### src/rtl/led_status_arbiter.sv
// Status LED arbiter: shares one LED between a heartbeat and NUM_REQ
// requesters. The highest-priority requester (lowest index) is granted
// the LED and plays i+1 blinks followed by a gap. After that the block
// returns to IDLE and arbitrates again. When no request is pending, the
// heartbeat is passed through to the LED.
module led_status_arbiter #(
    parameter int NUM_REQ   = 4,
    parameter int TICK_DIV  = 16000,
    parameter int ON_TICKS  = 150,
    parameter int OFF_TICKS = 250,
    parameter int GAP_TICKS = 1000
) (
    input  logic               clock_i,
    input  logic               resetn_i,
    input  logic [NUM_REQ-1:0] req_i,
    input  logic               heartbeat_i,
    output logic               led_o,
    output logic [NUM_REQ-1:0] grant_o,
    output logic               busy_o
);

    localparam int MAX_ON_OFF = (ON_TICKS > OFF_TICKS) ? ON_TICKS : OFF_TICKS;
    localparam int MAX_TICKS  = (MAX_ON_OFF > GAP_TICKS) ? MAX_ON_OFF : GAP_TICKS;
    localparam int PRESC_W    = (TICK_DIV > 1) ? $clog2(TICK_DIV) : 1;
    localparam int TICK_W     = (MAX_TICKS > 1) ? $clog2(MAX_TICKS) : 1;
    localparam int BLINK_W    = $clog2(NUM_REQ + 1);

    typedef enum logic [1:0] {
        ST_IDLE,
        ST_ON,
        ST_OFF,
        ST_GAP
    } state_t;

    state_t               state, state_next;
    logic [PRESC_W-1:0]   presc, presc_next;
    logic [TICK_W-1:0]    ticks, ticks_next;
    logic [BLINK_W-1:0]   blinks, blinks_next;
    logic                 led_next;
    logic                 tick;
    logic [NUM_REQ-1:0]   grant_next;
    logic [NUM_REQ-1:0]   win_grant;
    logic [BLINK_W-1:0]   win_blinks;

    // Fixed-priority pick: scanning downward lets the lowest set index win.
    always_comb begin
        win_grant  = '0;
        win_blinks = '0;
        for (int i = NUM_REQ - 1; i >= 0; i--) begin
            if (req_i[i]) begin
                win_grant    = '0;
                win_grant[i] = 1'b1;
                win_blinks   = BLINK_W'(i + 1);
            end
        end
    end

    // Next-state, counter and LED decode for the blink-code sequencer.
    always_comb begin
        // NOTE: every output of this block gets a default first, so no path
        // leaves a value unassigned and no latch is inferred.
        state_next  = state;
        led_next    = led_o;
        grant_next  = grant_o;
        blinks_next = blinks;
        tick        = (presc == PRESC_W'(TICK_DIV - 1));
        presc_next  = tick ? '0 : presc + 1'b1;
        ticks_next  = tick ? ticks + 1'b1 : ticks;

        case (state)
            ST_IDLE: begin
                led_next   = heartbeat_i;
                presc_next = '0;
                ticks_next = '0;
                if (|req_i) begin
                    state_next  = ST_ON;
                    grant_next  = win_grant;
                    blinks_next = win_blinks;
                    led_next    = 1'b1;
                end
            end
            ST_ON: begin
                if (tick && ticks == TICK_W'(ON_TICKS - 1)) begin
                    state_next  = ST_OFF;
                    led_next    = 1'b0;
                    blinks_next = blinks - 1'b1;
                    presc_next  = '0;
                    ticks_next  = '0;
                end
            end
            ST_OFF: begin
                if (tick && ticks == TICK_W'(OFF_TICKS - 1)) begin
                    presc_next = '0;
                    ticks_next = '0;
                    if (blinks != '0) begin
                        state_next = ST_ON;
                        led_next   = 1'b1;
                    end else begin
                        state_next = ST_GAP;
                    end
                end
            end
            ST_GAP: begin
                if (tick && ticks == TICK_W'(GAP_TICKS - 1)) begin
                    state_next = ST_IDLE;
                    grant_next = '0;
                    presc_next = '0;
                    ticks_next = '0;
                end
            end
            default: state_next = ST_IDLE;
        endcase
    end

    // State, counters and registered outputs; reset aborts any code at once.
    always_ff @(posedge clock_i or negedge resetn_i) begin
        if (!resetn_i) begin
            state   <= ST_IDLE;
            presc   <= '0;
            ticks   <= '0;
            blinks  <= '0;
            led_o   <= 1'b0;
            grant_o <= '0;
            busy_o  <= 1'b0;
        end else begin
            // NOTE: non-blocking assignments so every register samples the
            // pre-edge values, independent of statement order.
            state   <= state_next;
            presc   <= presc_next;
            ticks   <= ticks_next;
            blinks  <= blinks_next;
            led_o   <= led_next;
            grant_o <= grant_next;
            busy_o  <= (state_next != ST_IDLE);
        end
    end

endmodule

### config.mk
export PLATFORM = sky130hd
export DESIGN_NAME = led_status_arbiter
export DESIGN_NICKNAME = d
export VERILOG_FILES = /design/src/rtl/led_status_arbiter.sv
export SDC_FILE = /design/constraint.sdc
export NUM_CORES = 1
export LEC_CHECK = 0
export ABC_AREA = 1
export BUFFER_PORTS_ARGS = -buffer_cell sky130_fd_sc_hd__buf_2
export CAP_MARGIN = 10
export CORE_ASPECT_RATIO = 0.9
export CORE_UTILIZATION = 38
export CTS_CLUSTER_DIAMETER = 200
export DETAILED_ROUTE_END_ITERATION = 16
export PLACE_DENSITY = 0.51
export SETUP_SLACK_MARGIN = 0.05
export SYNTH_ARGS = -nofsm -noshare
export SYNTH_HDL_FRONTEND = slang
export SYNTH_SLANG_ARGS = --single-unit
### constraint.sdc
create_clock -name clock_i -period 2.45 [get_ports clock_i]
set_input_delay 0.245 -clock clock_i [delete_from_list [all_inputs] [get_ports clock_i]]
set_output_delay 0.245 -clock clock_i [all_outputs]
set_load 0.05 [all_outputs]
==> impl_metrics.tcl <==
set metrics [dict create \
    yosys.area_share.simple_pct 31.18 \
    hold_path_class "primary input to async pin" \
    start_kind "flip-flop" \
    async_flop_share_pct 100.0 \
    ctsResizeCount 0 \
    r2r_cells 10 \
    die_area_mm2 0.005847 \
    wire_per_inst_um 12.14 \
    irDropWorstVdd_mv 0.2925 \
    ys_top_cells_by_area "dfrtp_1 (42%), nand2_1 (10%), nor2_1 (6.9%), ha_1 (6.5%), nand3_1 (5.2%)" \
    synth.most_common_cell "nand2_1" \
    hold_viol 0 \
    gr-total-overflow 0 \
    synth_area_per_cell_um2 7.775 \
    yosysTopAreaCellShare_pct 41.57 \
    clk_latency_ps 290 \
    finalClockSkew_ps 12.64 \
    leakage_nw 1.080 \
    dpl.hpwl_mm 3.146 \
    min_period_over_period_pct 82.98 \
    cts_tree "built" \
    routed-via-count 1722 \
    synthCells 271 \
    worst_ep_arrival_time_ps 2220 \
    synth_top_family_by_area "simple AND/OR/NAND/NOR gates" \
    rsz0062_at_grt "false" \
    gp_congestion 0.7723 \
    fin_tns_setup_ps 0 \
    hold_ws_ps 35.33 \
    viasPerCell 4.851 \
    final_net_count 305 \
    route.detailed.drc 0 \
    drive_gt1_share_pct 13.19 \
    instances_no_fill 355 \
    grt_pass1_wl_mm 7.810 \
    worst_setup_path_end_kind "flip-flop" \
    cts-root-buf "clkbuf_8" \
    drtAntennaViolNets 0 \
    outcome "finished clean" \
    placed_cells 347 \
    synth-edff-count 0 \
    path_clk_slew_ps 80 \
    finalMaxSlewViolations 0 \
    synth_warnings 0 \
    holdBufCountCts 0 \
    cts_max_level 2 \
    synth_cell_types 29 \
    antennaDiodeCount 0 \
    setup_viol 0 \
    muxShareOfSynthArea_pct 0 \
    cp_max_fo 13 \
    row_count 25 \
    die_h_um 72.64 \
    utilization_pct 44.28 \
    start_util_pct 39.86 \
    numCtsBuffers 5 \
    clock_tree.buffer_depth 2 \
    ys_seq_area_share_pct 41.57 \
    grt_pass1_vias 1620 \
    synth-seq-cells 35 \
    area_delta_synth_final_pct 11.10 \
    drt_pass1_iterations 4 \
    synth.net_count 289 \
    p_total_mw 1.151 \
    drtIter0Drc 70 \
    synth_top_flop_cell "dfrtp_1" \
    power.density_mw_per_mm2 491.6 \
    synthTopCellsByCount "nand2_1 (56), nor2_1 (39), dfrtp_1 (35), inv_1 (29), nand3_1 (22)" \
    criticalPathCategory "flip-flop to flip-flop" \
    port_buffers 12 \
    wl_mm 4.311 \
    cap_violations 0 \
    pin_count 13 \
    grt_max_degree 36 \
    numClockSinks 35 \
    worst_pin_slew_ps 801.7 \
    synth_compound_area_share_pct 10.21 \
    coreArea_mm2 0.005286 \
    period_minus_slack_ps 2033 \
    max_freq_mhz 491.9 \
    synth_xor_area_share_pct 3.325 \
    syn_area_mm2 0.002107 \
    synth_fa_ha_area_share_pct 6.532 \
    crit_required_ps 2630 \
    grtUsageTotal_pct 17.74 \
    slew_headroom_pct 46.55 \
    grt_antenna_before_repair 0 \
    yosysTopAreaCell "dfrtp_1" \
    cts_setup_buffers 0 \
    die_x_um 80.49 \
]
==> placed cells by master (no fill, tap or decap), types with 2 or more instances in the layout <==
cell type and instances:
xor2_1 6, o21ai_0 13, inv_2 4, xnor2_1 2
buf_2 12, nor3_2 2, a21oi_1 13, nor2_2 2
nand4_1 2, nor3_1 6, nand2_2 4, ha_1 11
nor2_1 39, nor2_4 2, dfrtp_1 35, nor3b_1 4
nand3_1 22, o21ai_1 7, nand2_1 56, a31oi_1 2
inv_1 29, clkbuf_8 6
==> layer usage <==
layer  wire length, um  GRT usage (%)  up-vias
met5                 0              0        -
met4                70          7.143        0
met3               123          3.750        7
met2              1752          24.48       19
met1              2364          26.70      788
li1                  -              -      908
==> logic make-up (layout without fill, tap and decap cells) <==
family,count (synthesis),after routing
simple gates,142,142
compound gates,39,39
buf+inv,36,53
flops,35,35
fa+ha+maj,11,11
xor+xnor,8,8
==> power by group <==
part           leakage [nW]  total (mW)  internal, mW  switching [mW]
clock network        0.0612       0.547         0.329           0.218
registers             0.454       0.577         0.577               0
logic                 0.565      0.0263       0.00641          0.0199
total                  1.08        1.15         0.913           0.238
==> worst max-delay path: stages, from the launching register on <==
cell,delay [ps]
dfrtp_1,380
ha_1,180
nand2_1,100
nor2_4,150
nand2_1,110
nor2_4,290
nand2_1,110
nand2_1,170
nand3_1,150
nand2_2,210
nor2_1,80
==> area by class of cell <==
cell class	count	area, um^2
inverters	33	123.9
clock buffers	6	82.58
fillers	545	2945
clock inverters	2	35.03
multi-input cells	200	1080
well taps	67	83.83
repair buffers	12	60.06
flip-flops and latches	35	875.8
==> state kept, by name, indices dropped and copies added (netlist names) <==
name     count
busy_o       1
grant_o      4
led_o        1
ticks       10
state        2
blinks       3
presc       14
==> stage by stage <==
step,setup WS (ps),instance area (um^2)
finish,417.0,2341
global route,162.3,2341
CTS,438.3,2341
detailed placement,468.0,2223
global placement,440.2,2223
floorplan,878.9,2107
==> final timing paths <==
| check | endpoint | slack, ps | start |
|---|---|---|---|
| max | ticks[8] | 420 | presc[0] |
| max reg2reg | ticks[8] | 420 | presc[0] |
| max in group asynchronous | state[1] | 1890 | resetn_i |
| min | presc[0] | 40 | resetn_i |
| min in group clock_i | grant_o[1] | 240 | req_i[1] |
| min reg2reg | presc[0] | 470 | presc[0] |
(Power assumes the default switching activity.)
